[config.mk]
export PLATFORM = sky130hd
export DESIGN_NAME = pad_handshake_bridge
export DESIGN_NICKNAME = d
export VERILOG_FILES = /design/src/rtl/pad_bridge_pkg.sv /design/src/rtl/pad_bridge_fifo.sv /design/src/rtl/pad_handshake_bridge.sv
export SDC_FILE = /design/constraint.sdc
export NUM_CORES = 1
export LEC_CHECK = 0
export BUFFER_PORTS_ARGS = -buffer_cell sky130_fd_sc_hd__buf_4
export CAP_MARGIN = 20
export CELL_PAD_IN_SITES_DETAIL_PLACEMENT = 0
export CELL_PAD_IN_SITES_GLOBAL_PLACEMENT = 1
export CORE_ASPECT_RATIO = 1.4
export CORE_MARGIN = 2
export CORE_UTILIZATION = 39
export DETAILED_ROUTE_END_ITERATION = 7
export PLACE_DENSITY = 0.82
export SLEW_MARGIN = 20
export SYNTH_ARGS = -nofsm -noshare
export SYNTH_HDL_FRONTEND = slang
export SYNTH_SLANG_ARGS = --single-unit
[constraint.sdc]
create_clock -name clk_i -period 2 [get_ports clk_i]
set_input_delay 0.3 -clock clk_i [delete_from_list [all_inputs] [get_ports clk_i]]
set_output_delay 0.3 -clock clk_i [all_outputs]
set_load 0.03 [all_outputs]
[src/rtl/pad_bridge_pkg.sv]
`default_nettype none
// ==========================================================================
// pad_bridge_pkg : pad bit map, FSM state types and parity helper shared by
//                  the pad_handshake_bridge files.             Rev 1.0
// ==========================================================================
package pad_bridge_pkg;

  localparam int PAD_W       = 17;
  localparam int RX_DATA_LSB = 0;
  localparam int RX_REQ_BIT  = 8;
  localparam int TX_ACK_BIT  = 9;
  localparam int PAR_BIT     = 10;
  localparam int TX_DATA_LSB = 0;
  localparam int TX_REQ_BIT  = 8;
  localparam int RX_ACK_BIT  = 9;
  localparam int UNUSED_LSB  = 11;

  typedef logic [7:0] byte_t;

  typedef enum logic [1:0] {
    R_SYNC = 2'd0,
    R_IDLE = 2'd1,
    R_ACK  = 2'd2
  } rx_state_e;

  typedef enum logic [1:0] {
    T_IDLE  = 2'd0,
    T_SETUP = 2'd1,
    T_REQ   = 2'd2,
    T_REL   = 2'd3
  } tx_state_e;

  // Odd parity: data plus parity bit carries an odd number of ones.
  function automatic logic odd_parity(input byte_t b);
    return ~^b;
  endfunction

endpackage
`default_nettype wire

[src/rtl/pad_bridge_fifo.sv]
`default_nettype none
// ==========================================================================
// pad_bridge_fifo : synchronous FIFO, combinational head read, async reset.
//                                                               Rev 1.0
// ==========================================================================
module pad_bridge_fifo #(
  parameter int WIDTH = 8,
  parameter int DEPTH = 4
) (
  input  logic             clk_i,
  input  logic             rst_ni,
  input  logic             push_i,
  input  logic [WIDTH-1:0] data_i,
  input  logic             pop_i,
  output logic [WIDTH-1:0] data_o,
  output logic             empty_o,
  output logic             full_o
);

  localparam int AW = $clog2(DEPTH);
  localparam logic [AW:0] PTR_ONE = {{AW{1'b0}}, 1'b1};
  localparam logic [AW:0] PTR_DEPTH = (AW + 1)'(DEPTH);

  logic [AW:0]      wr_ptr_q, wr_ptr_d, rd_ptr_q, rd_ptr_d;
  logic [WIDTH-1:0] mem_q [DEPTH];
  logic [WIDTH-1:0] mem_d [DEPTH];

  // The extra pointer bit distinguishes full from empty.
  always_comb begin
    mem_d    = mem_q;
    wr_ptr_d = wr_ptr_q;
    rd_ptr_d = rd_ptr_q;
    if (push_i) begin
      mem_d[wr_ptr_q[AW-1:0]] = data_i;
      wr_ptr_d = wr_ptr_q + PTR_ONE;
    end
    if (pop_i) begin
      rd_ptr_d = rd_ptr_q + PTR_ONE;
    end
  end

  always_ff @(posedge clk_i or negedge rst_ni) begin
    if (!rst_ni) begin
      wr_ptr_q <= '0;
      rd_ptr_q <= '0;
      for (int i = 0; i < DEPTH; i++) begin
        mem_q[i] <= '0;
      end
    end else begin
      wr_ptr_q <= wr_ptr_d;
      rd_ptr_q <= rd_ptr_d;
      mem_q    <= mem_d;
    end
  end

  assign data_o  = mem_q[rd_ptr_q[AW-1:0]];
  assign empty_o = (wr_ptr_q == rd_ptr_q);
  assign full_o  = ((wr_ptr_q - rd_ptr_q) == PTR_DEPTH);

endmodule
`default_nettype wire

[src/rtl/pad_handshake_bridge.sv]
`default_nettype none
// ==========================================================================
// pad_handshake_bridge : 4-phase req/ack pad ports to valid/ready byte
// streams. Odd parity checking/generation when PAD_BRIDGE_PARITY_EN is set.
//                                                               Rev 1.0
// ==========================================================================
module pad_handshake_bridge
  import pad_bridge_pkg::*;
#(
  parameter int FIFO_DEPTH  = 4,
  parameter int SYNC_STAGES = 2
) (
  input  logic             clk_i,
  input  logic             rst_ni,
  input  logic [PAD_W-1:0] ui_pad2core_i,
  output logic [PAD_W-1:0] uo_core2pad_o,
  output byte_t            rx_data_o,
  output logic             rx_valid_o,
  input  logic             rx_ready_i,
  input  byte_t            tx_data_i,
  input  logic             tx_valid_i,
  output logic             tx_ready_o,
  output logic             parity_err_o,
  output logic [7:0]       err_cnt_o
);

  logic [SYNC_STAGES-1:0] req_sync_q, req_sync_d, ack_sync_q, ack_sync_d;
  logic                   req_s, ack_s;

  for (genvar i = 0; i < SYNC_STAGES; i++) begin : g_sync
    if (i == 0) begin : g_first
      assign req_sync_d[i] = ui_pad2core_i[RX_REQ_BIT];
      assign ack_sync_d[i] = ui_pad2core_i[TX_ACK_BIT];
    end else begin : g_chain
      assign req_sync_d[i] = req_sync_q[i-1];
      assign ack_sync_d[i] = ack_sync_q[i-1];
    end
  end

  assign req_s = req_sync_q[SYNC_STAGES-1];
  assign ack_s = ack_sync_q[SYNC_STAGES-1];

  rx_state_e rx_state_q, rx_state_d;
  tx_state_e tx_state_q, tx_state_d;
  byte_t     tx_data_q, tx_data_d, rx_byte, fifo_head;
  logic      tx_par_q, tx_par_d, tx_par_new, rdy_en_q, rdy_en_d;
  logic      rx_take, par_bad, fifo_push, fifo_empty, fifo_full;
  logic      unused_pad;

  assign rx_byte = ui_pad2core_i[RX_DATA_LSB +: 8];
  assign rx_take = (rx_state_q == R_IDLE) && req_s && !fifo_full;

  always_comb begin
    rx_state_d = rx_state_q;
    fifo_push  = 1'b0;
    case (rx_state_q)
      R_SYNC: if (!req_s) rx_state_d = R_IDLE;
      R_IDLE: if (rx_take) begin
        fifo_push  = !par_bad;
        rx_state_d = R_ACK;
      end
      R_ACK:  if (!req_s) rx_state_d = R_IDLE;
      default: rx_state_d = R_SYNC;
    endcase
  end

  assign tx_ready_o = rdy_en_q && (tx_state_q == T_IDLE);

  always_comb begin
    tx_state_d = tx_state_q;
    tx_data_d  = tx_data_q;
    tx_par_d   = tx_par_q;
    rdy_en_d   = 1'b1;
    case (tx_state_q)
      T_IDLE:  if (tx_valid_i && tx_ready_o) begin
        tx_data_d  = tx_data_i;
        tx_par_d   = tx_par_new;
        tx_state_d = T_SETUP;
      end
      T_SETUP: tx_state_d = T_REQ;
      T_REQ:   if (ack_s) tx_state_d = T_REL;
      T_REL:   if (!ack_s) tx_state_d = T_IDLE;
      default: tx_state_d = T_IDLE;
    endcase
  end

  // Request synchronisers reset to "asserted" so a req held across reset
  // is not mistaken for a fresh one.
  always_ff @(posedge clk_i or negedge rst_ni) begin
    if (!rst_ni) begin
      req_sync_q <= '1;
      ack_sync_q <= '0;
      rx_state_q <= R_SYNC;
      tx_state_q <= T_IDLE;
      tx_data_q  <= '0;
      tx_par_q   <= 1'b0;
      rdy_en_q   <= 1'b0;
    end else begin
      req_sync_q <= req_sync_d;
      ack_sync_q <= ack_sync_d;
      rx_state_q <= rx_state_d;
      tx_state_q <= tx_state_d;
      tx_data_q  <= tx_data_d;
      tx_par_q   <= tx_par_d;
      rdy_en_q   <= rdy_en_d;
    end
  end

`ifdef PAD_BRIDGE_PARITY_EN
  logic  perr_q, perr_d;
  byte_t err_cnt_q, err_cnt_d;

  assign par_bad    = ui_pad2core_i[PAR_BIT] != odd_parity(rx_byte);
  assign tx_par_new = odd_parity(tx_data_i);

  always_comb begin
    perr_d    = perr_q;
    err_cnt_d = err_cnt_q;
    if (rx_take && par_bad) begin
      perr_d = 1'b1;
      if (err_cnt_q != 8'hFF) err_cnt_d = err_cnt_q + 8'd1;
    end
  end

  always_ff @(posedge clk_i or negedge rst_ni) begin
    if (!rst_ni) begin
      perr_q    <= 1'b0;
      err_cnt_q <= '0;
    end else begin
      perr_q    <= perr_d;
      err_cnt_q <= err_cnt_d;
    end
  end

  assign parity_err_o = perr_q;
  assign err_cnt_o    = err_cnt_q;
  assign unused_pad   = ^ui_pad2core_i[PAD_W-1:UNUSED_LSB];
`else
  assign par_bad      = 1'b0;
  assign tx_par_new   = 1'b0;
  assign parity_err_o = 1'b0;
  assign err_cnt_o    = '0;
  assign unused_pad   = ^{ui_pad2core_i[PAD_W-1:UNUSED_LSB], ui_pad2core_i[PAR_BIT]};
`endif

  pad_bridge_fifo #(
    .WIDTH (8),
    .DEPTH (FIFO_DEPTH)
  ) u_rx_fifo (
    .clk_i   (clk_i),
    .rst_ni  (rst_ni),
    .push_i  (fifo_push),
    .data_i  (rx_byte),
    .pop_i   (rx_valid_o && rx_ready_i),
    .data_o  (fifo_head),
    .empty_o (fifo_empty),
    .full_o  (fifo_full)
  );

  assign rx_data_o  = fifo_head;
  assign rx_valid_o = !fifo_empty;

  always_comb begin
    uo_core2pad_o                       = '0;
    uo_core2pad_o[TX_DATA_LSB +: 8]     = tx_data_q;
    uo_core2pad_o[TX_REQ_BIT]           = (tx_state_q == T_REQ);
    uo_core2pad_o[RX_ACK_BIT]           = (rx_state_q == R_ACK);
    uo_core2pad_o[PAR_BIT]              = tx_par_q;
  end

endmodule
`default_nettype wire

# After elaboration in Yosys (flattened, before gate mapping)
# Index checks and enable logic that the tools add are counted.
[totals] output_inout_bits=36 reg_bits=55 word_cells=61 inputBits=29
[classes] n_addsub=3 n_bitwise=2 n_lt_le_gt_ge=3 n_eq_ne=12 n_mux=15 n_reduce_logical=14
[ops] op="bitwise mux 32 bit" count=1
[ops] op="two-way mux 8 bit" count=3
[ops] op="binary-select mux 8 bit (select 2 bit)" count=1
[ops] op="demux 8 bit (select 2 bit)" count=1
[ops] op="two-way mux 2 bit" count=5
[ops] op="one-hot mux 2 bit (4 select lines)" count=1
[ops] op="adder 3 x 1 -> 3 bit, second input constant" count=2
[ops] op="== test 2 bit, second input constant" count=3
[ops] op=">= comparator 3 bit, second input constant" count=2
[ops] op="logical AND 1 bit" count=6
[ops] op="!= test 2 bit, second input constant" count=3
[ops] op="inverter 2 -> 3 bit" count=2
[ops] op="== test 2 x 1 -> 1 bit, second input constant" count=2
[ops] op="zero test 2 bit" count=2
[ops] op="!= test 2 x 1 -> 1 bit, second input constant" count=2
[ops] op="one-hot mux 2 bit (2 select lines)" count=1
[ops] op="AND reduction 2 bit" count=2
[ops] op="== test 3 bit" count=1
[ops] op="== test 3 bit, second input constant" count=1
[ops] op="less-than comparator 3 x 1 -> 1 bit, second input constant" count=1
[ops] op="AND reduction 3 bit" count=1
[ops] op="subtractor 3 bit" count=1
[ops] op="zero test 1 bit" count=2
[ops] op="two-way mux 1 bit" count=2
[ops] op="OR reduction 2 bit" count=1

# Longest topological paths before layout
# Gate-level depths: netlist of run 1.
[depth] word_depth=6 ltp_mapped=8 ltp_nobuf=6

# By module
# From an unflattened synthesis of run 1, not the netlist that was laid out.
[unflattened] cells_unflattened=174 hier_area_um2=2544.9
[modules_own_cells] module="pad_bridge_fifo" cells_each=110 seq_area_each_um2=950.9 area_per_inst_um2=1730.4 instances=1
[modules_own_cells] module="pad_handshake_bridge" cells_each=64 seq_area_each_um2=427.9 area_per_inst_um2=814.5 instances=1

# Least setup slack after synthesis of run 1
# No wires, ideal clock.
[synth_path] path_type="register -> register" startpoint="reg u_rx_fifo.rd_ptr_q[1]" endpoint="reg u_rx_fifo.rd_ptr_q[1]" period_less_slack_ns=2.212 path_stages_with_launch=9 setup_ns=0.125 slack_ns=-0.212 t_required_ns=1.875 n_path_buf=2 arrival_time_ns=2.088 cell_sequence="dfrtp_1 > clkbuf_1 > inv_1 > ha_1 > and2_0 > buf_2 > nand2_1 > nand2_1 > mux2_2"
[synth_via] elab_chain_cells=3 elab_cells_between_ends=4 classes_between="add/sub: 1; eq/ne: 1; reduce/logical: 2"
[synth_rtl] item="from (decl)" line_no="pad_bridge_fifo.sv:24" source="logic [AW:0] wr_ptr_q, wr_ptr_d, rd_ptr_q, rd_ptr_d;"
[synth_rtl] item="from (signal assigned)" line_no="pad_bridge_fifo.sv:51" source="rd_ptr_q <= rd_ptr_d;"
[synth_rtl] item="== test 3 bit" line_no="pad_bridge_fifo.sv:57" source="assign empty_o = (wr_ptr_q == rd_ptr_q);"
[synth_rtl] item="zero test 1 bit" line_no="pad_handshake_bridge.sv:161" source="assign rx_valid_o = !fifo_empty;"
[synth_rtl] item="named net rx_valid_o" line_no="pad_handshake_bridge.sv:18" source="output logic rx_valid_o,"
[synth_rtl] item="logical AND 1 bit" line_no="pad_handshake_bridge.sv:154" source=".pop_i (rx_valid_o && rx_ready_i),"
# The timed path passes the listed nets, and every way through them passes these cells.
# A chain may end at the register's enable or synchronous reset.

# Final worst setup path of run 1
[layout_path] startpoint="reg u_rx_fifo.rd_ptr_q[0]" endpoint="out rx_data_o[1]"
[layout_via] elab_chain_cells=4
[layout_rtl] item="inverter 2 -> 3 bit (implied by the code)" line_no="pad_bridge_fifo.sv:56" source="assign data_o = mem_q[rd_ptr_q[AW-1:0]];"
[layout_rtl] item="binary-select mux 8 bit (select 2 bit)" line_no="pad_bridge_fifo.sv:56"
[layout_rtl] item="two-way mux 8 bit (implied by the code) (2 in series)" line_no="pad_bridge_fifo.sv:56"
[layout_rtl] item="to (decl)" line_no="pad_handshake_bridge.sv:17" source="output byte_t rx_data_o,"
# No other way between the ends. The select of a mux whose other input is x is not followed.

==> run metrics, run 1 <==
status finished clean; DRT iter0 DRCs 38; CP top delay family multiplexers; Avg Cell Area, Syn 14.7 um2; Die H 101 um; Detailed Place HPWL 3.10 mm; Port-buffer cells 41; Final Wtd Congestion 0.686; FFs w/ async S/R, synth 100%; Root Driver clkbuf_8; Power Dens Cells 1780 mW/mm2; Post-Route WL 4.40 mm; class of the worst hold path in -> async; Worst Skew 0.00739 ns; CP Cell Sequence buf_4 -> mux4_2 -> buf_4; via count 1475; final hold vios 0; count leader, synth dfrtp_1; setup repair after global routing missed its margin no; Max Fclk 520 MHz; DIE WIDTH 73.2 um; Ports 65; Layout area overhead 20.9%; initial antenna violation count 0; Worst Path Required 1.70 ns; Die ar. 0.00739 mm2; post-DR vias/cell 4.84; pre-CTS setup slack 0.0780 ns; clk_lat worst skew 0.30 ns; layout cells sized above 1 49.4%; Max clock buf depth 2; Final Cycle Share 96.2%; RR Endpoint u_rx_fifo.mem_q[7]; r2r startpoint u_rx_fifo.wr_ptr_q[0]; routed len/inst 14.4 um; Worst Reg-to-Reg Cells 7; number of synthesized register bits 55; Primary FF master, synth dfrtp_1; Synth warnings 0; Buf/Inv on CP 2; CP arrival 1.62 ns; Max-slew headroom 54.7%; hold buffers post-CTS 0; Crit. path cell count 3; synthesized cell area 0.00262 mm2; sequential-to-total area share from yosys stat 52.7%; CTS tree done; drt drc 0; Antenna diodes 0; CP max stage delay 0.54 ns; Tmin final 1.92 ns; Synth cell types 27; worst reg2reg setup slack 0.15 ns; Post-synth EDFFs 0; CP startpoint kind register; Crit-path slowest cell mux4_2; post-synthesis cell count 178; most area-consuming cells after synthesis dfrtp_1 51%, mux2_2 16%, mux4_2 6.9%, ha_1 5.3%, buf_4 4.6%; grt total ovfl 0; worst-path fanout max 10; Peak VDD IR 716 uV; Pre-Repair DR Iteration Count 4; GR Util All Layers 12.7%; Fill cells 582; clock slew at reported path FFs 0.10 ns; CTS Buf Count 5; critical path class reg -> out; final setup margin 0.0769 ns; Rows 35; Sink Count 55; most used cell, CP buf_4; core area 0.00653 mm2; Initial Utilization 40.1%; vias in the first global route 1524; Tightest Pin Transition 0.680 ns; global-route wire length before repair 7.07 mm; Synth top cells by count 53 x dfrtp_1, 38 x mux2_2, 16 x buf_4; Final ANT Viol Nets 0; final setup vio count 0; LEAKAGE 1.44 nW; fin. max-slew vios 0; Yosys top cell by area dfrtp_1; top-area cell type share of the netlist area 50.7%; Crit. End Element output port; max-capacitance violation count 0; largest net degree at the start of global routing 56; setup TNS 0 ns; nets 271; htree depth 2; Pwr Total 5.64 mW
## layout make-up
cell class	instances	area, um2	area share [%]
clock buffer	5	68.8	2.18
clock inverter	2	17.5	0.554
inverter	5	18.8	0.594
multi-input combinational	114	1150	36.3
sequential	55	1380	43.6
tap	74	92.6	2.93
timing repair buffer	50	438	13.9
## worst max-delay path by stage
stage	from	end	slack (ns)
finish	u_rx_fifo.rd_ptr_q[0]	rx_data_o[1]	0.08
global route	u_rx_fifo.rd_ptr_q[0]	rx_data_o[1]	0.02
CTS	u_rx_fifo.wr_ptr_q[0]	rx_valid_o	0.009
detailed placement	u_rx_fifo.wr_ptr_q[0]	u_rx_fifo.mem_q[24]	0.08
global placement	u_rx_fifo.wr_ptr_q[0]	u_rx_fifo.mem_q[31]	0.09
floorplan	u_rx_fifo.rd_ptr_q[1]	u_rx_fifo.rd_ptr_q[1]	0.03
## state kept, by name, summed over array words and instances (netlist names)
register and count:
rdy_en_q 1, tx_data_q 8, u_rx_fifo.wr_ptr_q 3, tx_state_q 2
u_rx_fifo.mem_q 32, req_sync_q 2, rx_state_q 2, u_rx_fifo.rd_ptr_q 3
ack_sync_q 2
## metrics by stage
stage | instances | util [%] | area (um2) | hold WS [ns]
final | 305 | 48.5 | 3160 | 0.0303
after global routing | 305 | 48.5 | 3160 | 0.0758
after CTS | 302 | 47.5 | 3100 | 0.0481
after detailed placement | 295 | 46.2 | 3010 | 0.344
after global placement | 295 | 46.2 | 3010 | 0.337
after floorplan | 193 | - | 2680 | 0.00441
## layer usage
metal | global-route usage [%] | wire length (um) | up-vias | share of wire [%]
li1 | - | - | 696 | -
met3 | 2.70 | 233 | 2 | 5.3
met1 | 14.5 | 1820 | 735 | 41
met5 | 0 | 0 | - | 0
met2 | 22.4 | 2310 | 42 | 53
met4 | 5.13 | 36 | 0 | 0.82
## power breakdown
part	internal, mW	leakage, nW	total (mW)	switching (mW)
clock	0.247	0.0446	0.608	0.361
sequential	1.63	0.659	1.90	0.273
combinational	1.52	0.738	3.13	1.61
total	3.40	1.44	5.64	2.24
## kinds of logic (layout without fill, tap and decap cells)
logic type | Yosys count | count (layout) | share of synthesized area [%]
mux | 50 | 50 | 25.0
other cells | 2 | 17 | 0.287
fa+ha+maj | 11 | 11 | 5.26
compound gates | 12 | 12 | 4.45
xor+xnor | 6 | 6 | 3.01
flops | 55 | 55 | 52.7
simple gates | 18 | 18 | 3.45
buf+inv | 24 | 62 | 5.84
## cells in the final DEF (no fill, tap or decap), types with 4 or more instances in the layout
| master | instances |
|---|---|
| mux2_1 | 4 |
| mux2_2 | 38 |
| buf_4 | 45 |
| ha_1 | 11 |
| mux4_2 | 8 |
| dfrtp_1 | 53 |
| inv_1 | 5 |
| nand2_1 | 5 |
| buf_12 | 5 |
| nand3_1 | 6 |
| a21oi_4 | 4 |
| conb_1 | 17 |
| clkbuf_8 | 5 |
## timing repair
item                       CTS  global route
resized for setup            0             2
setup buffers                0             3
setup endpoints to repair    0            25
No activity file was read; power rests on OpenSTA's default activity.
==> inputs of run 2 (changes only) <==
- CORE_MARGIN: 2 -> 3
- CTS_BUF_LIST: default -> sky130_fd_sc_hd__clkbuf_16
- SLEW_MARGIN: 20 -> default
==> run 2 against run 1 <==
Net effect:
- global-route usage decreased by 0.38 points
- clock-buffer cell count unchanged
- critical path depth unchanged
- hold slack improved by 0.018 ns
- total power increased by 3.5%
- non-clock buffer count increased by 2
- first-iteration DRC count increased by 18%
- die area increased by 4.8%
- highest routed layer unchanged
- sequential share of layout area decreased by 0.71 points
- utilization increased by 2.3 points
==> run metrics, run 2 (synthesis gave the netlist of run 1 again) <==
Pwr Total 5.84 mW; max-capacitance violation count 0; r2r startpoint u_rx_fifo.wr_ptr_q[0]; leading cell type in the layout, fill and taps excluded dfrtp_1; Worst Skew 0.00590 ns; setup repair after global routing missed its margin no; CP startpoint kind register; Ports 65; Power Dens Cells 1820 mW/mm2; CP Cell Sequence buf_4 -> mux4_2 -> buf_4; htree depth 2; Antenna diodes 0; GR Util All Layers 12.3%; Die H 103 um; Final ANT Viol Nets 0; post-CTS resize count 0; layout cells sized above 1 49.1%; Port-buffer cells 41; Final Wtd Congestion 0.671; CP max stage delay 0.54 ns; CP startpoint u_rx_fifo.rd_ptr_q[0]; post-CTS setup buffer count 0; Fill cells 556; Max clock buf depth 2; Detailed Place HPWL 3.12 mm; setup TNS 0 ns; fin. max-slew vios 0; Crit-path slowest cell mux4_2; clock slew at reported path FFs 0.07 ns; Final Cycle Share 95.0%; DRT iter0 DRCs 45; Tightest Pin Transition 0.689 ns; grt total ovfl 0; nets 273; hold buffers post-CTS 0; final hold vios 0; vias in the first global route 1534; Max Fclk 526 MHz; Die ar. 0.00774 mm2; Cell Count, Final, Fillers Out 306; final setup vio count 0; routed len/inst 14.4 um; Inst Count DP 293; core area 0.00634 mm2; Root Driver clkbuf_16; CTS tree done; area of the multi-input gates 0.00114 mm2; via count 1507; class of the worst hold path in -> async; register area 0.00138 mm2; Crit. End Element output port; LEAKAGE 1.47 nW; clk_lat worst skew 0.29 ns; final core occ 50.7%; CTS Buf Count 5; Biggest register u_rx_fifo.mem_q; largest net degree at the start of global routing 56; Worst Path Required 1.70 ns; worst-path fanout max 10; final setup margin 0.0999 ns; critical path class reg -> out; Pre-Repair DR Iteration Count 4; most used cell, CP buf_4; Rows 34; drt drc 0; Initial Utilization 41.3%; Sink Count 55; Largest register FFs 32; post-DR vias/cell 4.92; initial antenna violation count 0; Post-Route WL 4.40 mm; CP arrival 1.60 ns; Layout area overhead 22.9%; Max-slew headroom 54.1%; Tmin final 1.90 ns; status finished clean; Peak VDD IR 826 uV; DIE WIDTH 75.2 um; most frequent cells in the layout 53 x dfrtp_1, 48 x buf_4, 38 x mux2_2; pre-CTS setup slack 0.0638 ns; top flop regs u_rx_fifo.mem_q: 32 flops, tx_data_q: 8 flops; global-route wire length before repair 7.13 mm
run 2: final cells by class:
class / instances / share of cell area (%)
Clock inverter: 3 / 0.506
Sequential cell: 55 / 42.9
Timing Repair Buffer: 52 / 13.7
Clock buffer: 5 / 3.89
Multi-Input combinational cell: 114 / 35.6
Tap cell: 72 / 2.80
Inverter: 5 / 0.584
run 2: routing by layer:
metal  GRT usage (%)  vias to the layer above  part of all wire, %
li1                -                      699                    -
met1            14.1                      758                   42
met2            21.9                       44                   51
met3            2.73                        6                  5.3
met4            4.44                        0                  1.6
met5               0                        -                    0
run 2: power by group:
group | switching [mW] | internal (mW)
Combinational | 1.60 | 1.51
Clock | 0.376 | 0.457
Sequential | 0.265 | 1.63
Total | 2.24 | 3.60
run 2: worst max-delay path: cells and delay by family, from the launching register on:
kind | cells | cell delay, ns
buffers and inverters | 2 | 0.42
flip-flops | 1 | 0.35
multiplexers | 1 | 0.54
run 2: final timing paths:
kind	depth (start not counted)	end	slack (ns)
worst max-delay path	3	rx_data_o[0]	0.1
worst min-delay path	1	tx_data_q[3]	0.05
worst max register to register	7	u_rx_fifo.mem_q[6]	0.19
worst min register to register	0	ack_sync_q[1]	0.35
max in group asynchronous	1	rdy_en_q	1.49
min in group clk_i	1	req_sync_q[0]	0.12
run 2: stage by stage:
| step | hold WS, ns | instance area (um2) |
|---|---|---|
| floorplan | 0.00441 | 2680 |
| global placement | 0.333 | 3010 |
| detailed placement | 0.339 | 3010 |
| CTS | 0.0788 | 3150 |
| global route | 0.108 | 3210 |
| finish | 0.0487 | 3210 |
